## src/rtl/lamp_frame_ctrl_pkg.sv

```systemverilog
// Shared types and default constants for the LED frame controller.
// Build macro: LAMP_REFRESH_EN (autonomous refresh timer in the top).
package lamp_pkg;

  localparam int C_FREQ       = 20_000_000;
  localparam int C_SCLK_FREQ  = 1_000_000;
  localparam int C_CHANNELS   = 12;
  localparam int C_BITS       = 16;
  localparam int C_REFRESH_HZ = 100;

  typedef enum logic [2:0] {
    S_IDLE,
    S_LOAD,
    S_SHIFT,
    S_LATCH,
    S_GAP
  } lamp_state_t;

  function automatic int half_div(input int f, input int s);
    return f / (2 * s);
  endfunction

endpackage

```

## src/rtl/lamp_frame_ctrl_tick.sv

```systemverilog
// Half-period tick generator for the serial LED clock.
// Pulses once every c_div cycles; i_clr holds it at phase zero.
module lamp_tick #(
  parameter int c_div = 10
) (
  input  logic i_clk,
  input  logic i_rst_n,
  input  logic i_clr,
  output logic o_tick
);

  localparam int c_w = (c_div > 1) ? $clog2(c_div) : 1;
  localparam logic [c_w-1:0] c_max = c_w'(c_div - 1);

  logic [c_w-1:0] r_cnt;

  assign o_tick = !i_clr && (r_cnt == c_max);

  // divide counter, wraps at c_div and restarts on clear
  always_ff @(posedge i_clk or negedge i_rst_n) begin
    if (!i_rst_n)
      r_cnt <= '0;
    else if (i_clr || r_cnt == c_max)
      r_cnt <= '0;
    else
      r_cnt <= r_cnt + 1'b1;
  end

endmodule

```

## src/rtl/lamp_frame_ctrl.sv

```systemverilog
// Shadow-register LED frame controller driving a serial driver chain.
// Build macro: LAMP_REFRESH_EN adds an autonomous refresh timer.
module lamp_frame_ctrl
  import lamp_pkg::*;
#(
  parameter int c_freq       = C_FREQ,
  parameter int c_sclk_freq  = C_SCLK_FREQ,
  parameter int c_channels   = C_CHANNELS,
  parameter int c_bits       = C_BITS,
  parameter int c_refresh_hz = C_REFRESH_HZ,
  localparam int c_aw = (c_channels > 1) ? $clog2(c_channels) : 1
) (
  input  logic              i_clk,
  input  logic              i_rst_n,
  input  logic              i_wr_en,
  input  logic [c_aw-1:0]   i_wr_addr,
  input  logic [c_bits-1:0] i_wr_data,
  input  logic              i_start,
  output logic              o_busy,
  output logic              o_done,
  output logic              o_clk,
  output logic              o_dai,
  output logic              o_lat
);

  localparam int c_half  = half_div(c_freq, c_sclk_freq);
  localparam int c_nbits = c_channels * c_bits;
  localparam int c_bw    = $clog2(c_nbits + 1);
  localparam logic [c_bw-1:0] c_last = c_bw'(c_nbits - 1);

  lamp_state_t       r_state;
  lamp_state_t       w_next;
  logic [c_bits-1:0] r_shadow [c_channels];
  logic [c_nbits-1:0] r_buf;
  logic [c_nbits-1:0] w_pack;
  logic [c_bw-1:0]   r_bit;
  logic              r_phase;
  logic              r_sclk;
  logic              r_pend;
  logic              r_done;
  logic              w_tick;
  logic              w_clr;
  logic              w_auto;
  logic              w_req;

`ifdef LAMP_REFRESH_EN
  localparam int c_rper = c_freq / c_refresh_hz;
  localparam int c_rw   = $clog2(c_rper);
  localparam logic [c_rw-1:0] c_rmax = c_rw'(c_rper - 1);

  logic [c_rw-1:0] r_rcnt;

  assign w_auto = (r_rcnt == c_rmax);

  // free-running refresh period counter
  always_ff @(posedge i_clk or negedge i_rst_n) begin
    if (!i_rst_n)
      r_rcnt <= '0;
    else if (r_rcnt == c_rmax)
      r_rcnt <= '0;
    else
      r_rcnt <= r_rcnt + 1'b1;
  end
`else
  assign w_auto = 1'b0;
`endif

  assign w_req = i_start | w_auto;
  assign w_clr = (r_state == S_IDLE) || (r_state == S_LOAD);

  lamp_tick #(.c_div(c_half)) u_tick (
    .i_clk   (i_clk),
    .i_rst_n (i_rst_n),
    .i_clr   (w_clr),
    .o_tick  (w_tick)
  );

  // channel c_channels-1 lands in the top bits so it leaves first
  always_comb begin
    w_pack = '0;
    for (int i = 0; i < c_channels; i++)
      w_pack[i*c_bits +: c_bits] = r_shadow[i];
  end

  // shadow register file, out-of-range addresses dropped
  always_ff @(posedge i_clk or negedge i_rst_n) begin
    if (!i_rst_n) begin
      for (int i = 0; i < c_channels; i++)
        r_shadow[i] <= '0;
    end else if (i_wr_en && int'(i_wr_addr) < c_channels) begin
      r_shadow[i_wr_addr] <= i_wr_data;
    end
  end

  // state register
  always_ff @(posedge i_clk or negedge i_rst_n) begin
    if (!i_rst_n)
      r_state <= S_IDLE;
    else
      r_state <= w_next;
  end

  // next-state: each bit and each of LATCH/GAP spans two ticks
  always_comb begin
    w_next = r_state;
    unique case (r_state)
      S_IDLE:  if (w_req || r_pend) w_next = S_LOAD;
      S_LOAD:  w_next = S_SHIFT;
      S_SHIFT: if (w_tick && r_phase && r_bit == c_last)
                 w_next = S_LATCH;
      S_LATCH: if (w_tick && r_phase) w_next = S_GAP;
      S_GAP:   if (w_tick && r_phase) w_next = S_IDLE;
      default: w_next = S_IDLE;
    endcase
  end

  // frame datapath: snapshot, shift, serial clock, pending, done
  always_ff @(posedge i_clk or negedge i_rst_n) begin
    if (!i_rst_n) begin
      r_buf   <= '0;
      r_bit   <= '0;
      r_phase <= 1'b0;
      r_sclk  <= 1'b0;
      r_pend  <= 1'b0;
      r_done  <= 1'b0;
    end else begin
      r_done <= (r_state == S_GAP) && (w_next == S_IDLE);
      if (r_state == S_IDLE)
        r_pend <= 1'b0;
      else if (w_req)
        r_pend <= 1'b1;
      case (r_state)
        S_LOAD: begin
          r_buf   <= w_pack;
          r_bit   <= '0;
          r_phase <= 1'b0;
          r_sclk  <= 1'b0;
        end
        S_SHIFT: begin
          if (w_tick) begin
            r_phase <= ~r_phase;
            r_sclk  <= ~r_phase;
            if (r_phase) begin
              r_buf <= {r_buf[c_nbits-2:0], 1'b0};
              r_bit <= r_bit + 1'b1;
            end
          end
        end
        S_LATCH, S_GAP: begin
          if (w_tick)
            r_phase <= ~r_phase;
        end
        default: ;
      endcase
    end
  end

  assign o_busy = (r_state != S_IDLE);
  assign o_done = r_done;
  assign o_clk  = r_sclk;
  assign o_lat  = (r_state == S_LATCH);
  assign o_dai  = (r_state == S_SHIFT) ? r_buf[c_nbits-1] : 1'b0;

endmodule

```

## config.mk

```make
export PLATFORM = sky130hd
export DESIGN_NAME = lamp_frame_ctrl
export DESIGN_NICKNAME = d
export VERILOG_FILES = /design/src/rtl/lamp_frame_ctrl_pkg.sv /design/src/rtl/lamp_frame_ctrl_tick.sv /design/src/rtl/lamp_frame_ctrl.sv
export SDC_FILE = /design/constraint.sdc
export NUM_CORES = 1
export LEC_CHECK = 0
export ABC_AREA = 1
export BUFFER_PORTS_ARGS = -buffer_cell sky130_fd_sc_hd__buf_2
export CORE_MARGIN = 4
export CORE_UTILIZATION = 54
export CTS_BUF_LIST = sky130_fd_sc_hd__clkbuf_16
export DETAILED_ROUTE_END_ITERATION = 6
export HOLD_SLACK_MARGIN = 0.06
export PLACE_DENSITY = 0.66
export SLEW_MARGIN = 5
export SYNTH_ARGS = -nofsm -noshare
export SYNTH_HDL_FRONTEND = slang
export SYNTH_SLANG_ARGS = --single-unit
```

## constraint.sdc

```tcl
create_clock -name i_clk -period 2.2 [get_ports i_clk]
set_input_delay 0.33 -clock i_clk [delete_from_list [all_inputs] [get_ports i_clk]]
set_output_delay 0.33 -clock i_clk [all_outputs]
set_load 0.005 [all_outputs]
```

==> results.cfg, run 1 <==
[outcome]
status = finished clean

[critical_path]
crit_buf_inv = 2
worstPathArrival_ns = 1.71
cp_slowest_cell = dfrtp_1
reg2reg_from = u_tick.r_cnt[0]$_DFF_PN0_
r2r_end = r_bit[4]$_DFFE_PN0P_
worst_r2r_path_depth = 8
crit_end = o_dai
crit_start = r_state[2]$_DFF_PN0_
critPathTopFamily = flip-flops
critPathRequiredTime_ns = 1.87
critPathLaunchType = register
cp.depth = 5
cp_max_fo = 65
reg2reg_slack_ns = 0.49
path_cells = nor2_4 > nand2_8 > buf_16 > nor2_1 > buf_2
worstSetupPathType = reg2out
critPathCaptureType = primary output
slowest_delay_ns = 0.44

[yosys]
yosysTopAreaCell = dfrtp_1
synth_edf_count = 0
synthTopCellsByArea = dfrtp_1 (58%), nand2_1 (13%), o21ai_1 (9.0%)
syn_area_sq_mm = 0.01745
ys.flop_type = dfrtp_1
synth_simple_gate_area_frac = 0.1487
syn-instance-count = 2019
ys_ff_latch = 403
synthAdderAreaFrac = 0.002151
synth.most_common_cell = nand2_1
postSynth.asyncResetShare = 1.000
yosys_warnings = 0
synth.area.mux_share = 0
synth_nets = 2046
synth_compound_area_frac = 0.1746
ys_types = 25
synth-xor-area-share = 0.002008
yosys.area.top_type_share = 0.5780
synth_seq_area_share = 0.5780
synth_area_per_cell_sq_um = 8.641
netlist_top_cells_count = nand2_1 (614), dfrtp_1 (403), o21ai_1 (313), o21ai_0 (239), inv_1 (226)
synth_top_family_by_area = compound AO/OA/AOI/OAI gates

[final_layout]
drive_gt1_frac = 0.07787
final_core_util = 0.6030
nFillCells = 2734
syn2layout_area_growth_pct = 9.617
nNetsFinal = 2029

[pwr]
cellPowerDensity_mw_per_mm2 = 868.5
p_sw_w = 0.004048
vdd_drop_max_v = 0.0009043
combPwrFrac = 0.077
p_seq_frac = 0.515
leakage_nw = 8.770
power.share.clock = 0.408
p_sw_frac = 0.2437
p_int_w = 0.01256

[routing]
antenna_left = 0
drtIter0Drc = 958
vias = 12680
routed_wl_um = 36680
drc_errors = 0
viasPerCell = 5.211
detail_route.first_pass.iterations = 7
wl_per_cell_um = 15.08

[timing]
fmax_mhz = 490.1
tns_ns = 0
clock_skew_ns = 0.01153
rsz0062_at_grt = no
period_needed_ns = 2.040
setup_viol = 0
period_share = 0.9274
maxSlewViolCount = 0
max-slew-margin-rel = 0.6164
finalHoldViolations = 0
worst_pin_slew_ns = 0.5748

[floorplanning]
coreArea_sq_mm = 0.03172
start_util = 0.5501
placementRows = 65
die_h_um = 187.7
io_pins = 29
fp.dieW_um = 187.7
die-area_sq_mm = 0.03525

[clock_tree]
cts_buffers = 43
cts_sinks = 403
cts_tree = yes
clk_latency_ns = 0.54
root_buffer = clkbuf_16
htree_levels = 2
ctsLongestPathBuffers = 3
cts.clk_slew.worst_paths_ns = 0.06

[grt]
antenna_found_initial = 3
grt_usage = 0.2142
grt_pass1_vias = 12400
grt_max_degree = 134
grt_pass1_wl_um = 62840
gr-total-overflow = 0

[place]
hpwl_um = 21790
io_buffers = 28
place_congestion = 0.7602

[min_path]
holdCritStartpoint = i_wr_data[0]
hold_class = in2reg

[job]
max_cap_viol_count = 0
-- through the flow --
step	instance area (sq um)	worst slack, ns	hold slack, ns	total power, W	instances
2_1_floorplan	17450	0.7048	0.03441	0.009437	2019
3_5_place_dp	17760	0.3365	0.2855	0.009966	2356
3_3_place_gp	17760	0.3288	0.2891	0.009884	2356
4_1_cts	19090	0.04429	0.06484	0.01680	2430
5_1_grt	19120	0.002776	0.1009	0.01745	2431
6_report	19120	0.1598	0.08170	0.01661	2433
-- flip-flops by register name, summed over array words and instances, names as in the netlist --
name / flops
r_bit: 8
r_shadow: 192
r_buf: 192
u_tick.r_cnt: 4
r_pend: 1
r_phase: 1
r_state: 3
o_clk: 1
o_done: 1
-- power by group through the flow --
stage / Sequential [W] / Clock (W) / Combinational (W)
finish: 0.00855 / 0.00678 / 0.00127
global route: 0.00865 / 0.00726 / 0.00155
CTS: 0.00855 / 0.00695 / 0.00130
detailed placement: 0.00868 / 0 / 0.00128
global placement: 0.00865 / 0 / 0.00123
floorplan: 0.00859 / 0 / 0.000843
-- cells by family after synthesis --
kind of cell    count (synthesis)
compound gates                585
xor+xnor                        4
fa+ha+maj                       3
buf+inv                       350
flops                         403
simple gates                  674
-- worst register-to-register path: cells and delay by family (launching register included) --
kind                     cells  cell delay (ns)
adder cells (fa/ha/maj)      1             0.20
flip-flops                   1             0.41
AND/OR/NAND/NOR              5             0.51
buffers and inverters        2             0.50
-- metal layers --
layer | part of all wire | up-vias | routed length, um | track usage
met2 | 0.46 | 187 | 17000 | 0.3517
met5 | 0.00074 | - | 27 | 0
met4 | 0.023 | 4 | 835 | 0.05703
met1 | 0.48 | 6017 | 17490 | 0.3022
met3 | 0.036 | 66 | 1331 | 0.03239
li1 | - | 6404 | - | -
-- cell usage in the layout, fill, tap and decap left out, drive strengths merged --
master       synthesis  final
clkbuf              53     46
dlygate4sd3          0      2
or2                  1      1
a21oi                1      1
buf                 71     59
xnor2                1      1
nand3               24     24
nor2                28     28
o21bai               1      1
clkinv               0     22
ha                   3      3
dfrtp              403    403
nor3                 3      3
o21ai              582    582
diode                0      2
xor2                 3      3
bufinv               0      2
o211ai               1      1
inv                226    229
nand2              618    618
-- how the worst min path moves through the flow --
stage                               endpoint  slack [ns]  cells after the start
floorplan                  o_clk$_DFFE_PN0P_        0.03                      0
global placement      r_buf[191]$_DFFE_PN0P_        0.29                      1
detailed placement    r_buf[191]$_DFFE_PN0P_        0.29                      1
CTS                 r_shadow[32]$_DFFE_PN0P_        0.06                      3
global route        r_shadow[46]$_DFFE_PN0P_        0.10                      3
finish              r_shadow[32]$_DFFE_PN0P_        0.08                      3
-- area by class of cell --
type,instances,area [sq um],area share
clock inverter,27,176.4,0.009225
antenna,2,5.005,0.0002617
tap,402,503.0,0.02630
timing repair buffer,62,623.1,0.03258
sequential,403,10080,0.5273
inverter,226,848.3,0.04436
multi-input combinational,1266,5758,0.3011
clock buffer,45,1126,0.05888
-- timing repair --
item | 4_1_cts | 5_1_grt
setup endpoints to repair | 1 | 1
resized for setup | 2 | 1
hold buffers | 2 | 0
pin swaps | 0 | 1
endpoints found under the hold margin | 44 | 0
cloned | 0 | 1
buffers inserted | 0 | 0
(Power assumes the default switching activity.)
==> run 2: changes to the inputs <==
--- a/config.mk
+++ b/config.mk
@@ -7,12 +7,13 @@
 export LEC_CHECK = 0
 export ABC_AREA = 1
 export BUFFER_PORTS_ARGS = -buffer_cell sky130_fd_sc_hd__buf_2
-export CORE_MARGIN = 4
+export CORE_MARGIN = 1
 export CORE_UTILIZATION = 54
 export CTS_BUF_LIST = sky130_fd_sc_hd__clkbuf_16
 export DETAILED_ROUTE_END_ITERATION = 6
 export HOLD_SLACK_MARGIN = 0.06
 export PLACE_DENSITY = 0.66
+export RECOVER_POWER = 50
 export SLEW_MARGIN = 5
 export SYNTH_ARGS = -nofsm -noshare
 export SYNTH_HDL_FRONTEND = slang
==> run 2 against run 1 <==
Setup slack worse by 0.023 ns. Register-to-register slack got worse by 0.17 ns. Wire length increased by 1.7%. Hold slack better by 0.0060 ns. Non-clock buffer count increased by 16. Combinational power is essentially flat. Maximum frequency down 1.1%. Global-route usage is 2.5 points higher. Largest power group unchanged.
==> results.cfg, run 2 (synthesis gave the netlist of run 1 again) <==
[critical_path]
cp_max_fo = 29
slowest_delay_ns = 0.44
cp_slowest_cell = dfrtp_1
worstPathArrival_ns = 1.73
critPathCaptureType = primary output
worstSetupPathType = reg2out
crit_buf_inv = 1
critPathRequiredTime_ns = 1.87
critPathLaunchType = register
critPathTopFamily = simple AND/OR/NAND/NOR gates
path_cells = nor2_2 > nand2_8 > nor2_1 > buf_2
reg2reg_slack_ns = 0.32

[place]
io_buffers = 28
place_congestion = 0.7838
hpwl_um = 23180
placed_cells = 2373
dp_slack_ns = 0.2157

[final_layout]
final_core_util = 0.6044
nNetsFinal = 2045
syn2layout_area_growth_pct = 9.603
drive_gt1_frac = 0.07328
stdcell_count = 2450
reg_top3 = r_buf: 192 flops, r_shadow: 192 flops, r_bit: 8 flops
nFillCells = 2788
layout_commonest_cell = nand2_1
final_cell_mix = nand2_1 (614), dfrtp_1 (403), o21ai_1 (313), inv_1 (241), o21ai_0 (239)

[grt]
grt_pass1_vias = 12250
grt_usage = 0.2397
grtUsageMet2 = 0.3803
busiest_layer = met2
grt_max_degree = 133
grtUsageMet3 = 0.02988
antenna_found_initial = 1
grt_use_met1 = 0.3474
gr-total-overflow = 0
grt_pass1_wl_um = 63230

[min_path]
hold_class = in2reg

[timing]
rsz0062_at_grt = no
worst_slack_ns = 0.1363
clock_skew_ns = 0.009724
maxSlewViolCount = 0
worst_pin_slew_ns = 1.445
setup_viol = 0
fmax_mhz = 484.6
period_share = 0.9380
tns_ns = 0
period_needed_ns = 2.064
finalHoldViolations = 0
max-slew-margin-rel = 0.03672

[floorplanning]
placementRows = 65
io_pins = 29
fp.dieW_um = 181.7
die_h_um = 181.7
start_util = 0.5515
die-area_sq_mm = 0.03303
coreArea_sq_mm = 0.03164

[pwr]
cellPowerDensity_mw_per_mm2 = 871.7
finalPower_w = 0.01667
vdd_drop_max_v = 0.0006138
leakage_nw = 8.802

[routing]
viasPerCell = 5.207
wl_per_cell_um = 15.23
drc_errors = 0
antenna_left = 0
routed_wl_um = 37320
vias = 12760
detail_route.first_pass.iterations = 6
drtIter0Drc = 925

[clock_tree]
root_buffer = clkbuf_16
ctsLongestPathBuffers = 3
cts_setup_buffers = 0
cts_tree = yes
cts_sinks = 403
htree_levels = 2
cts_buffers = 43
clk_latency_ns = 0.54
cts.clk_slew.worst_paths_ns = 0.06

[outcome]
status = finished clean

[job]
max_cap_viol_count = 0
run 2: cell type report:
class | count | area [sq um] | area share
Inverter | 226 | 848.3 | 0.04436
Multi-Input combinational cell | 1266 | 5751 | 0.3007
Clock inverter | 29 | 192.7 | 0.01008
Clock buffer | 45 | 1126 | 0.05889
Tap cell | 402 | 503.0 | 0.02630
Antenna cell | 1 | 2.502 | 0.0001309
Timing Repair Buffer | 78 | 614.3 | 0.03213
Sequential cell | 403 | 10080 | 0.5274
run 2: path summary, 6_finish.rpt:
check	startpoint	endpoint	depth (start not counted)
hold / removal	i_wr_data[12]	r_shadow[108]$_DFFE_PN0P_	3
setup / recovery	r_state[0]$_DFF_PN0_	o_dai	4
max in group asynchronous	i_rst_n	r_buf[108]$_DFFE_PN0P_	3
min in group asynchronous	i_rst_n	r_shadow[129]$_DFFE_PN0P_	2
hold reg to reg	r_shadow[54]$_DFFE_PN0P_	r_shadow[54]$_DFFE_PN0P_	2
setup reg to reg	r_state[0]$_DFF_PN0_	r_buf[115]$_DFFE_PN0P_	8
run 2: per-stage QoR:
step	area (sq um)	hold slack (ns)
after floorplan	17450	0.03441
after global placement	17910	0.3636
after detailed placement	17910	0.3523
after CTS	19250	0.06757
after global routing	19120	0.07925
final	19120	0.08773
run 2: timing repair:
item                                    4_1_cts  5_1_grt
gates resized for setup                       1        0
hold endpoints to repair                     53        0
endpoints found under the setup margin        1        0
hold buffers                                  2        0
run 2: per-layer routing:
layer	wire, um	part of all wire
met1	17760	0.48
met2	17210	0.46
met3	1495	0.040
met4	862	0.023
met5	0	0
run 2: power breakdown:
group	total [W]	internal, W	switching [W]
clock network	0.00684	0.00401	0.00284
logic	0.00127	0.000434	0.000834
registers	0.00856	0.00822	0.000343
run 2: worst register-to-register path, delay by kind of cell (launching register included):
family | cells | cell delay, ns
AND/OR/NAND/NOR | 5 | 0.80
buffers and inverters | 2 | 0.47
flip-flops | 1 | 0.44
AO/OA/AOI/OAI | 1 | 0.06
==> run 3: changes to the inputs <==
==> constraint.sdc (replaced) <==
create_clock -name i_clk -period 2.2 [get_ports i_clk]
set_input_delay 0.22 -clock i_clk [delete_from_list [all_inputs] [get_ports i_clk]]
set_output_delay 0.22 -clock i_clk [all_outputs]
set_load 0.005 [all_outputs]
==> run 3 against run 2 <==
The run now ends with capacitance limit, slew limit left. Via count up 0.25%. Largest cell class unchanged. Clock power up 2%. Utilization up 0.79 points. Clock skew up 0.00098 ns. Die area unchanged. Hold slack better by 0.071 ns. Sequential cell count unchanged.
==> results.cfg, run 3 (synthesis gave the netlist of run 1 again) <==
[outcome]
status = finished, violations left
violations = capacitance limit, slew limit

[grt]
grt_pass1_wl_um = 63000
grt_usage = 0.2385
antenna_found_initial = 1
gr-total-overflow = 0
grt_max_degree = 110
grt_pass1_vias = 12470

[final_layout]
layout_commonest_cell = nand2_1
nFillCells = 2728
final_area_sq_mm = 0.01937
nNetsFinal = 2055
drive_gt1_frac = 0.07327
syn2layout_area_growth_pct = 11.04
seq_area_sq_mm = 0.01008
final_cell_mix = nand2_1 (614), dfrtp_1 (403), o21ai_1 (313), o21ai_0 (239), inv_1 (235)
stdcell_count = 2464
multiInputGateArea_sq_mm = 0.005751
reg_top3 = r_buf: 192 flops, r_shadow: 192 flops, r_bit: 8 flops

[place]
hpwl_um = 22900
placed_area_sq_mm = 0.01789
placed_cells = 2367
io_buffers = 28
place_congestion = 0.8057

[floorplanning]
die_h_um = 181.7
io_pins = 29
die-area_sq_mm = 0.03303
fp.dieW_um = 181.7
placementRows = 65
coreArea_sq_mm = 0.03164
start_util = 0.5515

[pwr]
vdd_drop_max_v = 0.0006984
cellPowerDensity_mw_per_mm2 = 869.5
leakage_nw = 8.878

[clock_tree]
cts_tree = yes
cts_sinks = 403
cts_resized = 0
clk_latency_ns = 0.53
cts_buffers = 43
ctsLongestPathBuffers = 3
cts.clk_slew.worst_paths_ns = 0.06
root_buffer = clkbuf_16
htree_levels = 2
cts_setup_buffers = 0

[timing]
max-slew-margin-rel = -0.06537
fmax_mhz = 483.0
clock_skew_ns = 0.01070
maxSlewViolCount = 87
setup_viol = 0
period_share = 0.9410
rsz0062_at_grt = no
period_needed_ns = 2.070
worst_pin_slew_ns = 1.598
tns_ns = 0
finalHoldViolations = 0

[critical_path]
critPathLaunchType = register
critPathCaptureType = register
worstPathArrival_ns = 2.48
cp_max_fo = 47
critPathRequiredTime_ns = 2.61
r2r_end = r_buf[97]$_DFFE_PN0P_
reg2reg_from = r_state[0]$_DFF_PN0_
reg2reg_slack_ns = 0.13
crit_start = r_state[0]$_DFF_PN0_
worstSetupPathType = reg2reg
worst_r2r_path_depth = 8
crit_end = r_buf[97]$_DFFE_PN0P_

[routing]
detail_route.first_pass.iterations = 5
wl_per_cell_um = 15.12
routed_wl_um = 37260
vias = 12790
drc_errors = 0
antenna_left = 0
drtIter0Drc = 976
viasPerCell = 5.190

[job]
max_cap_viol_count = 2

[min_path]
whs_path_depth = 3
hold_class = in2reg
[run 3: power breakdown]
part | internal, W | switching [W] | total, W
combinational | 0.000456 | 0.000837 | 0.00129
clock | 0.00414 | 0.00286 | 0.00700
sequential | 0.00821 | 0.000337 | 0.00855
total | 0.0128 | 0.00403 | 0.0168
[run 3: layer usage]
metal | vias to the layer above | GRT usage | share of wire
met4 | 0 | 0.05593 | 0.017
met5 | - | 0 | 0
met2 | 222 | 0.3888 | 0.47
met1 | 6062 | 0.3407 | 0.47
met3 | 56 | 0.03249 | 0.048
li1 | 6448 | - | -
[run 3: worst min-delay path by stage]
stage                       start                        end
after floorplan           i_rst_n          o_clk$_DFFE_PN0P_
after global placement    i_rst_n     r_buf[191]$_DFFE_PN0P_
after detailed placement  i_rst_n      r_buf[17]$_DFFE_PN0P_
after CTS                 i_wr_en  r_shadow[179]$_DFFE_PN0P_
after global routing      i_wr_en  r_shadow[179]$_DFFE_PN0P_
final                     i_wr_en  r_shadow[179]$_DFFE_PN0P_
[run 3: layout make-up]
class | count | area share
sequential | 403 | 0.5205
multi-input combinational | 1266 | 0.2968
clock buffer | 45 | 0.05812
inverter | 226 | 0.04379
timing repair buffer | 88 | 0.04230
tap | 402 | 0.02596
clock inverter | 33 | 0.01234
antenna | 1 | 0.0001292
[run 3: worst max-delay path: stages (launching register included)]
cell     delay (ns)
dfrtp_1        0.43
nor2_1         0.34
nand2_8        0.26
nand2_2        0.16
nand3_4        0.12
buf_12         0.20
buf_12         0.21
nand2_1        0.10
o21ai_1        0.08
[run 3: what timing repair did]
action                     CTS  global route
setup endpoints to repair    0             0
hold buffers                18             0
hold endpoints to repair   151             0
[run 3: per-stage QoR]
step	util	setup slack, ns	power, W	hold WS, ns
after floorplan	-	0.7048	0.009437	-0.07559
after global placement	0.5655	0.2456	0.009882	0.1988
after detailed placement	0.5655	0.1742	0.009960	0.1993
after CTS	0.6143	0.1131	0.01702	0.1441
after global routing	0.6123	0.004614	0.01765	0.1689
final	0.6124	0.1298	0.01685	0.1583
